===== config.mk =====
export PLATFORM = sky130hd
export DESIGN_NAME = operand_fetch_flat
export DESIGN_NICKNAME = d
export VERILOG_FILES = /design/src/rtl/operand_fetch_if.sv /design/src/rtl/operand_fetch.sv /design/src/flat_wrapper.sv
export SDC_FILE = /design/constraint.sdc
export NUM_CORES = 1
export LEC_CHECK = 0
export ABC_AREA = 0
export CAP_MARGIN = 25
export CORE_AREA = 10 10 296 298
export CTS_CLUSTER_DIAMETER = 200
export DETAILED_ROUTE_END_ITERATION = 6
export DIE_AREA = 0 0 306 308
export SYNTH_ARGS = -nofsm -noshare
export SYNTH_HDL_FRONTEND = slang
export SYNTH_SLANG_ARGS = --single-unit

===== constraint.sdc =====
create_clock -name clk -period 3.6 [get_ports clk]
set_clock_uncertainty 0.2 [all_clocks]
set_input_delay 0.72 -clock clk [delete_from_list [all_inputs] [get_ports clk]]
set_output_delay 0.72 -clock clk [all_outputs]
set_load 0.005 [all_outputs]

===== src/rtl/operand_fetch_if.sv =====
// operand_fetch_if: handshake and payload bundle around the operand fetch stage.
//   Decode side : in_valid/in_ready, in_pc, in_imm, in_ctrl, in_rs1/in_rs2,
//                 in_use_rs1/in_use_rs2, in_rd
//   Execute side: out_valid/out_ready, out_pc, out_imm, out_ctrl, out_rd,
//                 out_op1/out_op2
// The slave modport is the operand fetch stage itself; the master modport is
// the surrounding pipeline (decode producing, execute consuming).
interface operand_fetch_if #(
    parameter int XLEN   = 64,
    parameter int CTRL_W = 32
);
    logic              in_valid;
    logic              in_ready;
    logic [XLEN-1:0]   in_pc;
    logic [XLEN-1:0]   in_imm;
    logic [CTRL_W-1:0] in_ctrl;
    logic [4:0]        in_rs1;
    logic [4:0]        in_rs2;
    logic              in_use_rs1;
    logic              in_use_rs2;
    logic [4:0]        in_rd;

    logic              out_valid;
    logic              out_ready;
    logic [XLEN-1:0]   out_pc;
    logic [XLEN-1:0]   out_imm;
    logic [CTRL_W-1:0] out_ctrl;
    logic [4:0]        out_rd;
    logic [XLEN-1:0]   out_op1;
    logic [XLEN-1:0]   out_op2;

    modport master (
        output in_valid, in_pc, in_imm, in_ctrl, in_rs1, in_rs2,
               in_use_rs1, in_use_rs2, in_rd, out_ready,
        input  in_ready, out_valid, out_pc, out_imm, out_ctrl, out_rd,
               out_op1, out_op2
    );

    modport slave (
        input  in_valid, in_pc, in_imm, in_ctrl, in_rs1, in_rs2,
               in_use_rs1, in_use_rs2, in_rd, out_ready,
        output in_ready, out_valid, out_pc, out_imm, out_ctrl, out_rd,
               out_op1, out_op2
    );
endinterface


===== src/rtl/operand_fetch.sv =====
// operand_fetch: decode -> execute stage of the RV64 core.
// Reads the integer register file, forwards from EX (highest priority) and MEM,
// stalls decode on load-use / pending-data hazards, and holds the selected
// operands in a single-entry output register toward execute.
// Ports:
//   clk, rst            clock, synchronous active-high reset
//   bus                 decode/execute handshakes and payload (slave side)
//   rf_raddr1/2         register file read addresses (combinational)
//   rf_rdata1/2         register file read data (combinational)
//   ex_fwd_*            EX-stage forwarding source
//   mem_fwd_*           MEM-stage forwarding source
//   flush               squash held instruction, block acceptance
//   stall_cnt           saturating count of hazard-stall cycles
module operand_fetch #(
    parameter int XLEN   = 64,
    parameter int CTRL_W = 32,
    parameter int CNT_W  = 32
) (
    input  logic              clk,
    input  logic              rst,
    operand_fetch_if.slave    bus,
    output logic [4:0]        rf_raddr1,
    output logic [4:0]        rf_raddr2,
    input  logic [XLEN-1:0]   rf_rdata1,
    input  logic [XLEN-1:0]   rf_rdata2,
    input  logic              ex_fwd_valid,
    input  logic [4:0]        ex_fwd_rd,
    input  logic              ex_fwd_is_load,
    input  logic [XLEN-1:0]   ex_fwd_data,
    input  logic              mem_fwd_valid,
    input  logic [4:0]        mem_fwd_rd,
    input  logic              mem_fwd_data_ok,
    input  logic [XLEN-1:0]   mem_fwd_data,
    input  logic              flush,
    output logic [CNT_W-1:0]  stall_cnt
);

    logic              ex_hit1_s;
    logic              ex_hit2_s;
    logic              mem_hit1_s;
    logic              mem_hit2_s;
    logic              haz1_s;
    logic              haz2_s;
    logic              hazard_s;
    logic              in_ready_s;
    logic              accept_s;
    logic [XLEN-1:0]   op1_s;
    logic [XLEN-1:0]   op2_s;

    logic              out_valid_r;
    logic [XLEN-1:0]   out_pc_r;
    logic [XLEN-1:0]   out_imm_r;
    logic [CTRL_W-1:0] out_ctrl_r;
    logic [4:0]        out_rd_r;
    logic [XLEN-1:0]   out_op1_r;
    logic [XLEN-1:0]   out_op2_r;
    logic [CNT_W-1:0]  stall_cnt_r;

    assign rf_raddr1 = bus.in_rs1;
    assign rf_raddr2 = bus.in_rs2;

    // x0 never matches a producer, so forwarding and hazards ignore it.
    assign ex_hit1_s  = (bus.in_rs1 != 5'd0) && ex_fwd_valid  && (ex_fwd_rd  == bus.in_rs1);
    assign ex_hit2_s  = (bus.in_rs2 != 5'd0) && ex_fwd_valid  && (ex_fwd_rd  == bus.in_rs2);
    assign mem_hit1_s = (bus.in_rs1 != 5'd0) && mem_fwd_valid && (mem_fwd_rd == bus.in_rs1);
    assign mem_hit2_s = (bus.in_rs2 != 5'd0) && mem_fwd_valid && (mem_fwd_rd == bus.in_rs2);

    // A MEM match only matters when EX does not shadow it with a younger write.
    assign haz1_s = bus.in_use_rs1 &&
                    ((ex_hit1_s && ex_fwd_is_load) || (!ex_hit1_s && mem_hit1_s && !mem_fwd_data_ok));
    assign haz2_s = bus.in_use_rs2 &&
                    ((ex_hit2_s && ex_fwd_is_load) || (!ex_hit2_s && mem_hit2_s && !mem_fwd_data_ok));
    assign hazard_s = haz1_s || haz2_s;

    // Ready looks through the output register when EX drains it this cycle.
    assign in_ready_s = !rst && !flush && !hazard_s && (!out_valid_r || bus.out_ready);
    assign accept_s   = bus.in_valid && in_ready_s;

    // rs1 operand select: x0, EX forward, MEM forward, register file.
    always_comb begin
        op1_s = {XLEN{1'b0}};
        if (bus.in_rs1 == 5'd0) begin
            op1_s = {XLEN{1'b0}};
        end else if (ex_hit1_s) begin
            op1_s = ex_fwd_data;
        end else if (mem_hit1_s) begin
            op1_s = mem_fwd_data;
        end else begin
            op1_s = rf_rdata1;
        end
    end

    // rs2 operand select: x0, EX forward, MEM forward, register file.
    always_comb begin
        op2_s = {XLEN{1'b0}};
        if (bus.in_rs2 == 5'd0) begin
            op2_s = {XLEN{1'b0}};
        end else if (ex_hit2_s) begin
            op2_s = ex_fwd_data;
        end else if (mem_hit2_s) begin
            op2_s = mem_fwd_data;
        end else begin
            op2_s = rf_rdata2;
        end
    end

    // Output valid flag: set on accept, cleared on flush or drain.
    always_ff @(posedge clk) begin
        if (rst) begin
            out_valid_r <= 1'b0;
        end else if (accept_s) begin
            out_valid_r <= 1'b1;
        end else if (flush) begin
            out_valid_r <= 1'b0;
        end else if (bus.out_ready) begin
            out_valid_r <= 1'b0;
        end
    end

    // Output payload: loads only on accept, otherwise holds (stable under stall).
    always_ff @(posedge clk) begin
        if (rst) begin
            out_pc_r   <= {XLEN{1'b0}};
            out_imm_r  <= {XLEN{1'b0}};
            out_ctrl_r <= {CTRL_W{1'b0}};
            out_rd_r   <= 5'd0;
            out_op1_r  <= {XLEN{1'b0}};
            out_op2_r  <= {XLEN{1'b0}};
        end else if (accept_s) begin
            out_pc_r   <= bus.in_pc;
            out_imm_r  <= bus.in_imm;
            out_ctrl_r <= bus.in_ctrl;
            out_rd_r   <= bus.in_rd;
            out_op1_r  <= op1_s;
            out_op2_r  <= op2_s;
        end
    end

    // Saturating hazard-stall counter; sticks at all-ones.
    always_ff @(posedge clk) begin
        if (rst) begin
            stall_cnt_r <= {CNT_W{1'b0}};
        end else if (bus.in_valid && hazard_s && !flush && (stall_cnt_r != {CNT_W{1'b1}})) begin
            stall_cnt_r <= stall_cnt_r + {{(CNT_W-1){1'b0}}, 1'b1};
        end
    end

    assign bus.in_ready  = in_ready_s;
    assign bus.out_valid = out_valid_r;
    assign bus.out_pc    = out_pc_r;
    assign bus.out_imm   = out_imm_r;
    assign bus.out_ctrl  = out_ctrl_r;
    assign bus.out_rd    = out_rd_r;
    assign bus.out_op1   = out_op1_r;
    assign bus.out_op2   = out_op2_r;
    assign stall_cnt     = stall_cnt_r;

endmodule


===== src/flat_wrapper.sv =====
// flat-port wrapper written by rule: the top's interface ports become plain ports
module operand_fetch_flat 
#(
    parameter int XLEN   = 64,
    parameter int CTRL_W = 32,
    parameter int CNT_W  = 32
)
  (clk, rst, rf_raddr1, rf_raddr2, rf_rdata1, rf_rdata2, ex_fwd_valid, ex_fwd_rd, ex_fwd_is_load, ex_fwd_data, mem_fwd_valid, mem_fwd_rd, mem_fwd_data_ok, mem_fwd_data, flush, stall_cnt, bus_in_valid, bus_in_pc, bus_in_imm, bus_in_ctrl, bus_in_rs1, bus_in_rs2, bus_in_use_rs1, bus_in_use_rs2, bus_in_rd, bus_out_ready, bus_in_ready, bus_out_valid, bus_out_pc, bus_out_imm, bus_out_ctrl, bus_out_rd, bus_out_op1, bus_out_op2);
  operand_fetch_if #(.XLEN(XLEN), .CTRL_W(CTRL_W)) bus_i ();
  input  logic clk;
  input  logic rst;
  output logic [4:0] rf_raddr1;
  output logic [4:0] rf_raddr2;
  input  logic [XLEN-1:0] rf_rdata1;
  input  logic [XLEN-1:0] rf_rdata2;
  input  logic ex_fwd_valid;
  input  logic [4:0] ex_fwd_rd;
  input  logic ex_fwd_is_load;
  input  logic [XLEN-1:0] ex_fwd_data;
  input  logic mem_fwd_valid;
  input  logic [4:0] mem_fwd_rd;
  input  logic mem_fwd_data_ok;
  input  logic [XLEN-1:0] mem_fwd_data;
  input  logic flush;
  output logic [CNT_W-1:0] stall_cnt;
  input wire logic [$bits(bus_i.in_valid)-1:0] bus_in_valid;
  input wire logic [$bits(bus_i.in_pc)-1:0] bus_in_pc;
  input wire logic [$bits(bus_i.in_imm)-1:0] bus_in_imm;
  input wire logic [$bits(bus_i.in_ctrl)-1:0] bus_in_ctrl;
  input wire logic [$bits(bus_i.in_rs1)-1:0] bus_in_rs1;
  input wire logic [$bits(bus_i.in_rs2)-1:0] bus_in_rs2;
  input wire logic [$bits(bus_i.in_use_rs1)-1:0] bus_in_use_rs1;
  input wire logic [$bits(bus_i.in_use_rs2)-1:0] bus_in_use_rs2;
  input wire logic [$bits(bus_i.in_rd)-1:0] bus_in_rd;
  input wire logic [$bits(bus_i.out_ready)-1:0] bus_out_ready;
  output wire logic [$bits(bus_i.in_ready)-1:0] bus_in_ready;
  output wire logic [$bits(bus_i.out_valid)-1:0] bus_out_valid;
  output wire logic [$bits(bus_i.out_pc)-1:0] bus_out_pc;
  output wire logic [$bits(bus_i.out_imm)-1:0] bus_out_imm;
  output wire logic [$bits(bus_i.out_ctrl)-1:0] bus_out_ctrl;
  output wire logic [$bits(bus_i.out_rd)-1:0] bus_out_rd;
  output wire logic [$bits(bus_i.out_op1)-1:0] bus_out_op1;
  output wire logic [$bits(bus_i.out_op2)-1:0] bus_out_op2;
  assign bus_i.in_valid = bus_in_valid;
  assign bus_i.in_pc = bus_in_pc;
  assign bus_i.in_imm = bus_in_imm;
  assign bus_i.in_ctrl = bus_in_ctrl;
  assign bus_i.in_rs1 = bus_in_rs1;
  assign bus_i.in_rs2 = bus_in_rs2;
  assign bus_i.in_use_rs1 = bus_in_use_rs1;
  assign bus_i.in_use_rs2 = bus_in_use_rs2;
  assign bus_i.in_rd = bus_in_rd;
  assign bus_i.out_ready = bus_out_ready;
  assign bus_in_ready = bus_i.in_ready;
  assign bus_out_valid = bus_i.out_valid;
  assign bus_out_pc = bus_i.out_pc;
  assign bus_out_imm = bus_i.out_imm;
  assign bus_out_ctrl = bus_i.out_ctrl;
  assign bus_out_rd = bus_i.out_rd;
  assign bus_out_op1 = bus_i.out_op1;
  assign bus_out_op2 = bus_i.out_op2;
  operand_fetch #(.XLEN(XLEN), .CTRL_W(CTRL_W), .CNT_W(CNT_W)) u_core (.clk(clk), .rst(rst), .bus(bus_i), .rf_raddr1(rf_raddr1), .rf_raddr2(rf_raddr2), .rf_rdata1(rf_rdata1), .rf_rdata2(rf_rdata2), .ex_fwd_valid(ex_fwd_valid), .ex_fwd_rd(ex_fwd_rd), .ex_fwd_is_load(ex_fwd_is_load), .ex_fwd_data(ex_fwd_data), .mem_fwd_valid(mem_fwd_valid), .mem_fwd_rd(mem_fwd_rd), .mem_fwd_data_ok(mem_fwd_data_ok), .mem_fwd_data(mem_fwd_data), .flush(flush), .stall_cnt(stall_cnt));
endmodule

# Yosys cells after proc, flatten, opt, wreduce, memory -nomap -nowiden
# Index checks and enable logic that the tools add are counted.
[op_classes]
mux = 9
bitwise = 0
n_addsub = 1
div_mod_pow = 0
shifts = 0
n_lt_le_gt_ge = 0
n_mul = 0
n_eq_ne = 5
reduce_logical = 39
[ops]
columns = ["cell", "n"]
rows = [
  ["$mux W64", 6],
  ["$add A32 B1 Y32 const B", 1],
  ["$ne A32 B32 Y1 const B", 1],
  ["$logic_and A1 B1 Y1", 23],
  ["$eq A5 B5 Y1", 4],
  ["$logic_not A5 Y1", 2],
  ["$reduce_bool A5 Y1", 2],
  ["$logic_not A1 Y1", 7],
  ["$logic_or A1 B1 Y1", 4],
  ["$mux W1", 3],
  ["$reduce_bool A3 Y1", 1],
]
[word_totals]
rom_bits = 0
input_bits = 452
ff_bits = 326
ramBits = 0
mem_count = 0
latch_bits = 0

# Longest topological paths before layout
# Gate-level depths: netlist of the first run.
[depth]
depth_word = 14
depth_mapped = 11
mapped_depth_nobuf = 8

# Least setup slack after synthesis of the first run
# Ideal clock, no wire load.
[synth_timing]
path_kind = "input to register"
start = "input bus_in_rs2[0]"
end = "register u_core.out_op1_r[63], in the netlist u_core.bus.out_op1[63]"
n_path_buf = 3
required_ns = 3.284
path_slack_ns = 0.307
path_stages = 9
arrival_ns = 2.976
cell_sequence = "or4_1 -> nor2_1 -> or4_4 -> mux2_2 -> a221o_1 -> buf_6 -> buf_6 -> buf_2 -> a31o_2"
[synth_via]
elab_chain_cells = 13
[synth_lines]
columns = ["item", "line_no", "rtl"]
rows = [
  ["from (decl)", "flat_wrapper.sv:31", "input wire logic [$bits(bus_i.in_rs2)-1:0] bus_in_rs2;"],
  ["$reduce_bool A5 Y1", "operand_fetch.sv:64, operand_fetch.sv:66", ""],
  ["$logic_and A1 B1 Y1 (2 in series)", "operand_fetch.sv:64", "assign ex_hit2_s = (bus.in_rs2 != 5'd0) && ex_fwd_valid && (ex_fwd_rd == bus.in_rs2);"],
  ["$logic_not A1 Y1", "operand_fetch.sv:72", "((ex_hit2_s && ex_fwd_is_load) || (!ex_hit2_s && mem_hit2_s && !mem_fwd_data_ok));"],
  ["$logic_and A1 B1 Y1 (2 in series)", "operand_fetch.sv:72", ""],
  ["$logic_or A1 B1 Y1 (*)", "operand_fetch.sv:72", ""],
  ["$logic_and A1 B1 Y1 (*)", "operand_fetch.sv:71", "assign haz2_s = bus.in_use_rs2 &&"],
  ["$logic_or A1 B1 Y1 (*)", "operand_fetch.sv:73", "assign hazard_s = haz1_s || haz2_s;"],
  ["$logic_not A1 Y1 (*)", "operand_fetch.sv:76", "assign in_ready_s = !rst && !flush && !hazard_s && (!out_valid_r || bus.out_ready);"],
  ["$logic_and A1 B1 Y1 (*) (2 in series)", "operand_fetch.sv:76", ""],
  ["$logic_and A1 B1 Y1 (*)", "operand_fetch.sv:77", "assign accept_s = bus.in_valid && in_ready_s;"],
  ["to (signal assigned)", "operand_fetch.sv:127", "out_op1_r <= {XLEN{1'b0}};"],
  ["to (signal assigned)", "operand_fetch.sv:134", "out_op1_r <= op1_s;"],
  ["to (decl)", "operand_fetch.sv:55", "logic [XLEN-1:0] out_op1_r;"],
]
# Mark *: on every way between the ends. The rest lies on a longest branch, timed or not.
# A chain may end at the register's enable or synchronous reset.

# Worst setup path after layout of the first run
[layout_timing]
start = "input ex_fwd_rd[1]"
end = "output bus_in_ready"
[layout_via]
elab_chain_cells = 11
[layout_lines]
columns = ["item", "line_no", "rtl"]
rows = [
  ["from (decl)", "flat_wrapper.sv:17", "input logic [4:0] ex_fwd_rd;"],
  ["$eq A5 B5 Y1, on equally long branches", "operand_fetch.sv:63, operand_fetch.sv:64", ""],
  ["$logic_and A1 B1 Y1, on equally long branches", "operand_fetch.sv:63, operand_fetch.sv:64", ""],
  ["$logic_not A1 Y1, on equally long branches", "operand_fetch.sv:70, operand_fetch.sv:72", ""],
  ["$logic_and A1 B1 Y1, on equally long branches (2 in series)", "operand_fetch.sv:70, operand_fetch.sv:72", ""],
  ["$logic_or A1 B1 Y1, on equally long branches", "operand_fetch.sv:70, operand_fetch.sv:72", ""],
  ["$logic_and A1 B1 Y1, on equally long branches", "operand_fetch.sv:69, operand_fetch.sv:71", ""],
  ["$logic_or A1 B1 Y1 (*)", "operand_fetch.sv:73", ""],
  ["$logic_not A1 Y1 (*)", "operand_fetch.sv:76", ""],
  ["$logic_and A1 B1 Y1 (*) (2 in series)", "operand_fetch.sv:76", ""],
  ["to (decl)", "flat_wrapper.sv:36", "output wire logic [$bits(bus_i.in_ready)-1:0] bus_in_ready;"],
]
# Marks and branches as above.

==> qor.yml, run 1 <==
synth_edf_count: 0
cts_tree: "done"
setup_slack_ps: 62.8
drive_gt1_share_pct: 13.9
relSlewSlack_pct: 29.9
clockBufferDepth: 3
setup_viol: 0
final_net_count: 2963
worstPathArrival_ps: 2620
finalWirelength_mm: 86.8
synth.top_cells.by_count: "342 x nand2_1, 326 x dfxtp_1, 188 x a21oi_1"
ioPinCount: 789
synth_area_leaders: "dfxtp_1 44%, mux2i_1 8.6%, nand2_1 8.6%"
num_vias: 16500
ant_nets: 0
dieHeight_um: 308
hold_ws_ps: 251
antenna_found_initial: 33
vias_per_cell: 4.53
cts.htree.levels: 2
syn_nets: 2161
peakVddDrop_mv: 0.322
period_share_pct: 98.3
hold_class: "reg -> reg"
drc: 0
synth_area_um2: 15000
hold_viol_final: 0
power.leakage_nw: 8.94
grtUsageTotal_pct: 17.2
max_freq_mhz: 283
async_reset_ff_share_pct: 0
outcome: "finished, final reports clean"
yosysWarningCount: 0
tightest_slew_ps: 1050
hold_buffers: 0
initial_core_util_pct: 18.4
placement.io_buffers: 788
syn_inst: 1708
synthFlopType: "dfxtp_1"
maxCapViolCount: 0
grt_pass1_vias: 16500
critPathRequiredTime_ps: 2680
dp_hpwl_mm: 70.8
rrSetupSlack_ps: 410
drt_iter0_markers: 982
ys_types: 46
start_kind: "primary input"
wl_per_cell_um: 23.9
p_per_area_nw_per_um2: 366
cp-end-kind: "output pin"
synthesis.area_per_instance_um2: 8.77
grt_pass1_wl_mm: 120
grt_max_degree: 174
fp.dieW_um: 306
dieArea_um2: 94200
overflow: 0
clk_latency_ps: 580
cts_inserted_buffers: 42
syn2layout_area_growth_pct: 75.9
synth_top_area_share_pct: 43.6
ys_seq_area_share_pct: 43.6
critPathKind: "in -> out"
dr.pass1.iters: 7
yosysMostFrequentCell: "nand2_1"
synth_top_area_cell: "dfxtp_1"
grt_setup_unrepaired: "false"
cts_setup_buffers: 0
coreArea_um2: 81600
clkTransAtPathRegs_ps: 60
place_ws_ps: -751
num_rows: 105
synth_seq_cells: 326
period_minus_slack_ps: 3540
gp_congestion: 0.866
cts_root_buf: "clkbuf_16"
maxSlewViolCount: 0
critPathMaxFanout: 2
cts_sinks: 326
-- final timing paths --
kind	startpoint	to	cells past startpoint
setup / recovery	ex_fwd_rd[1]	bus_in_ready	6
hold / removal	u_core.bus.out_imm[52]$_SDFFE_PP0P_	u_core.bus.out_imm[52]$_SDFFE_PP0P_	2
setup reg to reg	u_core.stall_cnt[7]$_SDFFE_PP0P_	u_core.stall_cnt[8]$_SDFFE_PP0P_	9
hold reg to reg	u_core.bus.out_imm[52]$_SDFFE_PP0P_	u_core.bus.out_imm[52]$_SDFFE_PP0P_	2
-- final cells by class --
type	count	area [µm²]
Tap cell	1070	1340
Inverter	3	13.8
Multi-Input combinational cell	1205	7760
Clock inverter	16	209
Antenna cell	20	50.0
Fill cell	8530	55200
Sequential cell	326	6530
Clock buffer	60	1210
Timing Repair Buffer	932	9250
-- worst max-delay path, stage by stage --
cell and delay (ps):
clkdlybuf4s50_1 450, xor2_1 190, or4_4 510, mux2_4 330, a221oi_2 250, buf_2 170
-- power breakdown --
| group | switching, mW | total (mW) | internal (mW) |
|---|---|---|---|
| Combinational | 0.638 | 1.51 | 0.873 |
| Sequential | 0.0660 | 3.79 | 3.73 |
| Clock | 1.79 | 4.35 | 2.57 |
| Total | 2.49 | 9.66 | 7.17 |
-- cell usage in the layout, fill, tap and decap left out, types with 21 or more instances in the layout --
cell,n
a2111oi_0,71
a31o_2,67
a31o_1,61
nor2_1,136
dfxtp_1,326
nand2_1,342
clkbuf_16,42
buf_12,23
a21oi_1,188
mux2i_1,129
clkdlybuf4s50_1,772
a2111oi_2,46
buf_4,120
or3_1,21
-- sequential cells by signal, indices dropped and copies added (netlist names) --
| register | count |
|---|---|
| u_core.bus.out_imm | 64 |
| u_core.bus.out_ctrl | 32 |
| u_core.stall_cnt | 32 |
| u_core.bus.out_op1 | 64 |
| u_core.bus.out_pc | 64 |
| u_core.bus.out_valid | 1 |
| u_core.bus.out_rd | 5 |
| u_core.bus.out_op2 | 64 |
-- layer usage --
layer	global-route usage, %	vias up	part of all wire (%)
li1	-	7822	-
met1	18.6	7794	37
met2	29.6	690	49
met3	7.24	139	10
met4	6.42	16	3.1
met5	0	-	0.13
-- cell families after synthesis --
logic type,share of synthesized area (%)
simple gates,15.7
compound gates,25.0
flops,43.6
buf+inv,5.51
mux,8.92
xor+xnor,1.23
fa+ha+maj,0.0835
-- stage by stage --
step	setup TNS [ps]	instance area, µm²	cells	util, %	total power [mW]
global placement	-157510	24800	3536	30.4	5.38
CTS	0	26300	3612	32.2	9.81
global route	0	26300	3626	32.3	10.0
finish	0	26400	3632	32.3	9.66
floorplan	0	15000	1708	-	4.29
detailed placement	-160010	24800	3536	30.4	5.39
-- what timing repair did --
action / in CTS / in global routing
gates resized for setup: 33 / 9
pin swaps: 1 / 2
setup endpoints to repair: 13 / 16
endpoints found under the hold margin: 0 / 0
(Power assumes the default switching activity.)
==> run 2, diff against run 1 <==
- CORE_AREA: 10 10 296 298 -> 10 10 302 304
- DIE_AREA: 0 0 306 308 -> 0 0 312 314
==> run 2 against run 1 <==
Effect of this change:
- count of clock-buffer cells in the layout did not move
- critical path depth did not move
- global-route usage is 0.56 points lower
- first-iteration DRC count rose by 4.8%
- final cell count increased by 1.4%
- via count shrank 0.27%
- utilization down 1.4 points
- routed wire length decreased by 0.21%
- critical endpoint unchanged
- largest power group unchanged
- highest routed layer unchanged
==> qor.yml, run 2 (synthesis gave the netlist of run 1 again) <==
outcome: "finished, final reports clean"
start_kind: "primary input"
dp.cells: 3587
num_rows: 107
clkTransAtPathRegs_ps: 50
critPathMaxFanout: 2
grt_setup_unrepaired: "false"
finalWirelength_mm: 86.6
syn2layout_area_growth_pct: 75.4
antenna_found_initial: 30
num_vias: 16400
dr.pass1.iters: 5
hold_class: "in -> reg"
cts_inserted_buffers: 42
final_net_count: 2945
cts_root_buf: "clkbuf_16"
hold_ws_ps: 183
initial_core_util_pct: 17.6
critPathRequiredTime_ps: 2680
critPathKind: "in -> out"
relSlewSlack_pct: 39.0
cts.htree.levels: 2
rrSetupSlack_ps: 690
max_freq_mhz: 284
period_minus_slack_ps: 3520
dpl_cell_area_um2: 24700
dieArea_um2: 98000
fin_util_pct: 30.9
power.leakage_nw: 8.84
final_cells: 3682
setup_viol: 0
drive_gt1_share_pct: 13.4
layout_commonest_cell: "clkdlybuf4s50_1"
placement.io_buffers: 788
clk_latency_ps: 580
p_per_area_nw_per_um2: 363
hold_buffers: 0
fp.dieW_um: 312
tightest_slew_ps: 915
coreArea_um2: 84900
peakVddDrop_mv: 0.283
maxCapViolCount: 0
grtUsageTotal_pct: 16.6
drc: 0
hold_viol_final: 0
overflow: 0
cp-end-kind: "output pin"
grt_pass1_vias: 16500
clockBufferDepth: 3
maxSlewViolCount: 0
ant_nets: 0
ioPinCount: 789
fin_area_um2: 26300
drt_iter0_markers: 1029
dp_hpwl_mm: 70.2
period_share_pct: 97.7
gp_congestion: 0.872
wl_per_cell_um: 23.5
grt_max_degree: 168
vias_per_cell: 4.46
cts_tree: "done"
final_cell_mix: "771 x clkdlybuf4s50_1, 342 x nand2_1, 326 x dfxtp_1, 188 x a21oi_1, 136 x nor2_1"
cts_sinks: 326
grt_pass1_wl_mm: 122
dieHeight_um: 314
worstPathArrival_ps: 2600
## run 2: layout make-up
cell class | instances | area (µm²)
sequential | 326 | 6530
inverter | 3 | 13.8
clock buffer | 60 | 1240
tap | 1144 | 1430
antenna | 13 | 32.5
timing repair buffer | 914 | 9110
fill | 9060 | 58600
clock inverter | 17 | 168
multi-input combinational | 1205 | 7750
## run 2: layer usage
layer | global-route usage [%] | share of wire (%) | up-vias
li1 | - | - | 7786
met4 | 4.88 | 2.9 | 26
met3 | 6.02 | 8.7 | 134
met2 | 28.7 | 49 | 690
met1 | 19.1 | 40 | 7780
met5 | 0 | 0.17 | -
## run 2: what timing repair did
| action | CTS | global route |
|---|---|---|
| resized for setup | 26 | 15 |
| cloned | 0 | 0 |
| buffers inserted | 4 | 1 |
| setup endpoints to repair | 13 | 42 |
| pin swaps | 8 | 4 |
## run 2: final timing paths
kind | cells after the start | end | start
worst min-delay path | 2 | u_core.bus.out_pc[63]$_SDFFE_PP0P_ | rst
worst max register to register | 9 | u_core.stall_cnt[31]$_SDFFE_PP0P_ | u_core.stall_cnt[7]$_SDFFE_PP0P_
worst min register to register | 2 | u_core.bus.out_ctrl[6]$_SDFFE_PP0P_ | u_core.bus.out_ctrl[6]$_SDFFE_PP0P_
worst max-delay path | 6 | bus_in_ready | ex_fwd_rd[1]
## run 2: critical path, cell delays in order
cell,delay (ps)
clkdlybuf4s50_1,460
xor2_1,170
or4_4,500
mux2_4,330
a221oi_2,250
buf_2,170
## run 2: report_power, final
group / total [mW] / switching (mW) / leakage (nW) / internal [mW]
Combinational: 1.49 / 0.629 / 5.50 / 0.863
Clock: 4.26 / 1.78 / 0.686 / 2.48
Sequential: 3.79 / 0.0662 / 2.65 / 3.73
## run 2: metrics by stage
stage | TNS, ps | setup slack (ps) | power (mW)
finish | 0 | 83.3 | 9.54
global route | 0 | 48.3 | 9.93
global placement | -143010 | -690 | 5.36
CTS | 0 | 7.06 | 9.71
detailed placement | -147960 | -746 | 5.36
floorplan | 0 | 307 | 4.29
